--- config.mk ---
export PLATFORM = sky130hd
export DESIGN_NAME = tlul_adapter_reg
export DESIGN_NICKNAME = d
export VERILOG_FILES = /design/src/rtl/tlul_adapter_reg.sv
export SDC_FILE = /design/constraint.sdc
export NUM_CORES = 1
export LEC_CHECK = 0
export ABC_AREA = 1
export BUFFER_PORTS_ARGS = -buffer_cell sky130_fd_sc_hd__buf_2
export CAP_MARGIN = 20
export CORE_MARGIN = 3
export CORE_UTILIZATION = 27
export DETAILED_ROUTE_END_ITERATION = 16
export PLACE_DENSITY = 0.73
export RECOVER_POWER = 50
export SYNTH_ARGS = -nofsm -noshare
export SYNTH_HDL_FRONTEND = slang
export SYNTH_SLANG_ARGS = --single-unit
--- constraint.sdc ---
create_clock -name clk_i -period 1.4 [get_ports clk_i]
set_clock_uncertainty 0.15 [all_clocks]
set_input_delay 0.28 -clock clk_i [delete_from_list [all_inputs] [get_ports clk_i]]
set_output_delay 0.28 -clock clk_i [all_outputs]
set_load 0.02 [all_outputs]
--- src/rtl/tlul_adapter_reg.sv ---
// TL-UL to register-bus adapter: one outstanding transaction, with a D beat one cycle after accept.
// Define TLUL_ADAPTER_REG_ACHK_EN to add the A-channel size/alignment/mask legality check.
package tlul_pkg;

  localparam logic [2:0] PUT_FULL_DATA    = 3'h0;
  localparam logic [2:0] PUT_PARTIAL_DATA = 3'h1;
  localparam logic [2:0] GET              = 3'h4;
  localparam logic [2:0] ACCESS_ACK       = 3'h0;
  localparam logic [2:0] ACCESS_ACK_DATA  = 3'h1;

  typedef struct packed {
    logic        a_valid;
    logic [2:0]  a_opcode;
    logic [2:0]  a_param;
    logic [1:0]  a_size;
    logic [7:0]  a_source;
    logic [31:0] a_address;
    logic [3:0]  a_mask;
    logic [31:0] a_data;
    logic [3:0]  a_user;
    logic        d_ready;
  } tlul_h2d_t;

  typedef struct packed {
    logic        d_valid;
    logic [2:0]  d_opcode;
    logic [2:0]  d_param;
    logic [1:0]  d_size;
    logic [7:0]  d_source;
    logic [0:0]  d_sink;
    logic [31:0] d_data;
    logic [3:0]  d_user;
    logic        d_error;
    logic        a_ready;
  } tlul_d2h_t;

endpackage

module tlul_adapter_reg
  import tlul_pkg::*;
#(
  parameter int RegAw = 8,
  parameter int RegDw = 32
) (
  input  logic             clk_i,
  input  logic             rst_i,
  input  tlul_h2d_t        tl_i,
  output tlul_d2h_t        tl_o,
  output logic             re_o,
  output logic             we_o,
  output logic [RegAw-1:0] addr_o,
  output logic [RegDw-1:0] wdata_o,
  output logic [3:0]       be_o,
  input  logic [RegDw-1:0] rdata_i,
  input  logic             error_i
);

  logic             rsp_q;
  logic [7:0]       source_q;
  logic [1:0]       size_q;
  logic             get_q;
  logic [RegDw-1:0] data_q;
  logic             error_q;

  logic             a_ready;
  logic             accept;
  logic             op_get;
  logic             op_put;
  logic             op_full;
  logic             achk_ok;
  logic             legal;
  logic             rsp_error;
  logic [RegDw-1:0] rsp_data;

  assign op_get  = (tl_i.a_opcode == GET);
  assign op_full = (tl_i.a_opcode == PUT_FULL_DATA);
  assign op_put  = op_full | (tl_i.a_opcode == PUT_PARTIAL_DATA);

`ifdef TLUL_ADAPTER_REG_ACHK_EN
  logic [3:0] lane_mask;
  assign lane_mask = 4'b0001 << tl_i.a_address[1:0];

  always_comb begin
    achk_ok = 1'b0;
    case (tl_i.a_size)
      2'd0: achk_ok = ((tl_i.a_mask & ~lane_mask) == 4'h0);
      2'd1: begin
        if (tl_i.a_address[0]) begin
          achk_ok = 1'b0;
        end else if (tl_i.a_address[1]) begin
          achk_ok = (tl_i.a_mask[1:0] == 2'b00) &
                    (~op_full | (tl_i.a_mask[3:2] == 2'b11));
        end else begin
          achk_ok = (tl_i.a_mask[3:2] == 2'b00) &
                    (~op_full | (tl_i.a_mask[1:0] == 2'b11));
        end
      end
      2'd2: achk_ok = (tl_i.a_address[1:0] == 2'b00) &
                      (~op_full | (tl_i.a_mask == 4'hF));
      default: achk_ok = 1'b0;
    endcase
  end
`else
  assign achk_ok = 1'b1;
`endif

  assign legal   = (op_get | op_put) & achk_ok;
  assign a_ready = ~rsp_q | tl_i.d_ready;
  assign accept  = tl_i.a_valid & a_ready;

  // Strobes are gated with reset because a_ready reads 1 while reset holds the flops.
  assign re_o    = accept & op_get & legal & ~rst_i;
  assign we_o    = accept & op_put & legal & ~rst_i;
  assign addr_o  = {tl_i.a_address[RegAw-1:2], 2'b00};
  assign wdata_o = tl_i.a_data;
  assign be_o    = tl_i.a_mask;

  assign rsp_error = ~legal | error_i;

  always_comb begin
    rsp_data = '0;
    if (op_get) begin
      rsp_data = rsp_error ? {RegDw{1'b1}} : rdata_i;
    end
  end

  always_ff @(posedge clk_i or posedge rst_i) begin
    if (rst_i) begin
      rsp_q    <= 1'b0;
      source_q <= '0;
      size_q   <= '0;
      get_q    <= 1'b0;
      data_q   <= '0;
      error_q  <= 1'b0;
    end else if (accept) begin
      rsp_q    <= 1'b1;
      source_q <= tl_i.a_source;
      size_q   <= tl_i.a_size;
      get_q    <= op_get;
      data_q   <= rsp_data;
      error_q  <= rsp_error;
    end else if (rsp_q & tl_i.d_ready) begin
      rsp_q    <= 1'b0;
    end
  end

  always_comb begin
    tl_o          = '0;
    tl_o.d_valid  = rsp_q;
    tl_o.d_opcode = get_q ? ACCESS_ACK_DATA : ACCESS_ACK;
    tl_o.d_size   = size_q;
    tl_o.d_source = source_q;
    tl_o.d_data   = data_q;
    tl_o.d_error  = error_q;
    tl_o.a_ready  = a_ready;
  end

  logic unused_bits;
  assign unused_bits = ^{tl_i.a_param, tl_i.a_user, tl_i.a_address[31:RegAw],
                         tl_i.a_address[1:0]};

endmodule

# After elaboration in Yosys (flattened, before gate mapping)

Index checks and enable logic that the tools add are counted.

Register bits after elaboration: 45
Input bits: 125
Output and inout port bits: 102
Logic and storage cells: 30

Eq/ne operators: 2
Multiplexer cells: 5
Bitwise logic cells: 15
Reductions and logical operators: 2

Operators by type and width:

| cell                 | count |
|---|---|
| $mux W32             | 2 |
| $and A1 B1 Y1        | 8 |
| $or A1 B1 Y1         | 4 |
| $eq A3 B1 Y1 const B | 1 |
| $eq A3 B3 Y1 const B | 1 |
| $logic_not A3 Y1     | 1 |
| $mux W1              | 3 |
| $not A1 Y1           | 3 |
| $reduce_bool A2 Y1   | 1 |

# Depth between registers and ports, before layout

Depth in word-level cells: 7
Depth in mapped cells: 6
Depth with buffers taken out: 5

# Worst setup path before layout

Ideal clock, no wire load.

Path kind: register to output
Start point: reg rsp_q
End point: out re_o
Data arrival time: 1,022 ps
Setup slack: -52 ps
Cell stages (with the launch flop): 4
Path buffers: 0
Path through: dfrtp_1 -> a21oi_4 -> nand2_1 -> nor2_1

Longest elaborated chain between the ends: 6

Ends and longest elaborated chain:

| item                        | RTL line | text |
|---|---|---|
| start: declaration          | 58       | `logic rsp_q;` |
| start signal: assignment    | 129      | `rsp_q <= 1'b0;` |
| start signal: assignment    | 136      | `rsp_q <= 1'b1;` |
| start signal: assignment    | 143      | `rsp_q <= 1'b0;` |
| $not A1 Y1                  | 108      | `assign a_ready = ~rsp_q \| tl_i.d_ready;` |
| $or A1 B1 Y1                | 108      |  |
| $and A1 B1 Y1               | 109      | `assign accept = tl_i.a_valid & a_ready;` |
| $and A1 B1 Y1 (3 in series) | 112      | `assign re_o = accept & op_get & legal & ~rst_i;` |
| end: declaration            | 49       | `output logic re_o,` |

No other way between the ends.

# Worst setup path after layout

Same ends and word-level chain as after synthesis.

==> out/qor.txt <==
Final worst slack = -0.266 ns
Vias in the first global route = 1912
Final core occ = 33.3%
Unrepaired setup endpoints after global routing = yes
Mapped Cells = 299
Number of buffers created by CTS = 5
Die area = 10200 um2
CTS root buffer = clkbuf_8
DR iter-0 viols = 21
Clock Sinks = 45
TritonCTS clock tree = done
Req. time, crit path = 0.97 ns
Fin. max-slew vios = 0
Clock latency at the later pin of the worst-skew pair = 0.30 ns
Clock buffer depth = 2
Failing checks = setup timing
Worst Path Arrival = 1.24 ns
H-tree Lvls = 2
Crit path launch type = flip-flop
Via/cell ratio = 4.22
Placed cell area = 2730 um2
Layout Nets = 481
Ys Warns = 0
Max-cap violations = 0
Fin Hold WS = 0.0414 ns
Synth cell types = 14
R2r setup slk = -0.16 ns
Post-synthesis cell area = 2450 um2
Fmax = 0.600 GHz
Sequential-to-total area share from yosys stat = 46.0%
DRC errors left = 0
Pwr dens = 1120 nW/um2
CP Max Fanout = 3
Die height = 101 um
Drt total wl = 5.73 mm
First-pass GRT wire length = 9.21 mm
Period utilization = 119%
Fin area = 2920 um2
Crit Path Class = flip-flop to output pin
Top post-synthesis cells by area = dfrtp_1 46%, buf_4 18%, nand2_1 16%, or2_2 8.2%, nand3_1 6.5%
Setup TNS = -6.88 ns
Final Critical Period = 1.67 ns
Worst-path cell with the longest stage delay = dfrtp_1
Global route total overflow = 0
Finished Layout Cells = 465
Num rows = 34
PnR Total Power = 3.28 mW
Critical-path cell list = a21oi_4 > nand2_1 > nor2_2 > buf_4
Final Hold Vio Count = 0
Core ar. = 8760 um2
Seq cells post-synth = 45
I/O pins = 227
Largest net degree at the start of global routing = 46
Initial antenna violation count = 0
Routability Congestion = 0.643
Post-synth top area share = 46.0%
Horiz. Die Dim = 101 um
CTS clk-pin slew, worst paths = 0.09 ns
Final setup fails = 48
DP Worst Slack = -0.150 ns
I/O Buffers = 97
Peak VDD IR = 0.342 mV
CP endpoint kind = output pin
Total GRT Usage = 11.3%
Post-DP HPWL = 4.18 mm
Antenna-violating nets left = 0
Worst Hold Class = input pin to flip-flop
First drt pass iteration count = 4
Initial core utilization = 27.9%
Static leakage = 1.71 nW
Via count = 1963
Layout cells sized above 1 = 44.0%
Diode count = 0
Critical Path Max Stage Delay = 0.42 ns
Status = complete, but fails checks
WL per Instance = 12.3 um
Cell total after placement = 453
Area leader, netlist = dfrtp_1
Syn-to-layout area delta = 19.2%
Syn Area/Cell = 8.19 um2
-- worst max-delay path: cells and delay by family (launching register included) --
kind	cells	cell delay (ns)
and+or+nand+nor	2	0.20
AOI/OAI and AO/OA	1	0.19
buffers and inverters	1	0.14
DFF	1	0.42
-- layout make-up --
cell class,instances,area (um2)
inverters,6,26.3
well taps,108,135
clock inverters,3,65.1
clock buffers,5,68.8
flip-flops and latches,45,1130
repair buffers,111,649
multi-input cells,187,846
fillers,951,5850
-- where the power goes --
part / switching [mW] / leakage (nW) / internal (mW) / total, mW
Combinational: 0.412 / 1.05 / 0.252 / 0.664
Clock: 0.452 / 0.0681 / 0.709 / 1.16
Sequential: 0.0526 / 0.594 / 1.40 / 1.45
-- synth_stat cells, drive strengths merged --
cell type and n:
nand2 105, buf 69, dfrtp 45, nand3 32
or2 32, inv 6, nor2 4, clkbuf 3
a21oi 2, conb 1
-- layer usage --
metal,track usage (%),wire (um)
met1,14.0,2430
met4,4.70,178
met2,18.2,2610
met5,0,0
met3,3.44,509
-- final timing paths --
path | start | to | cells past startpoint
setup / recovery | rsp_q$_DFFE_PP0P_ | re_o | 4
hold / removal | tl_i[79] | source_q[6]$_DFFE_PP0N_ | 3
setup reg to reg | rsp_q$_DFFE_PP0P_ | data_q[5]$_DFFE_PP0N_ | 8
hold reg to reg | source_q[4]$_DFFE_PP0N_ | source_q[4]$_DFFE_PP0N_ | 2
max in group asynchronous | rst_i | source_q[7]$_DFFE_PP0N_ | 4
min in group asynchronous | rst_i | rsp_q$_DFFE_PP0P_ | 4
-- cell families (layout without fill, tap and decap cells) --
group	count (synthesis)	after routing	share of synthesized area, %
AND/OR/NAND/NOR	173	173	31.5
flip-flops	45	45	46.0
buffers and inverters	78	125	21.4
other	1	12	0.153
AO/OA/AOI/OAI	2	2	0.869
-- sequential cells by signal, indices dropped and copies added, names as in the netlist --
name      flops
get_q         1
error_q       1
rsp_q         1
size_q        2
data_q       32
source_q      8
-- timing repair --
action / in CTS / in global routing
setup endpoints to repair: 48 / 48
endpoints found under the hold margin: 45 / 0
setup buffers: 2 / 1
hold buffers: 1 / 0
resized for setup: 8 / 2
pin swaps: 1 / 0
-- layout by cell type (no fill, tap or decap) --
cell type / count
nand2_1: 104
buf_2: 92
dfrtp_1: 45
or2_2: 32
nand3_1: 32
conb_1: 12
buf_4: 9
buf_6: 6
clkbuf_8: 5
inv_1: 3
nor2_2: 3
inv_2: 2
bufinv_16: 2
buf_12: 2
a21oi_4: 1
clkinvlp_4: 1
nor2_1: 1
nand2_2: 1
a21oi_1: 1
clkinv_2: 1
dlygate4sd3_1: 1
clkbuf_1: 1
Note: power is estimated with default switching activity, not from simulation.
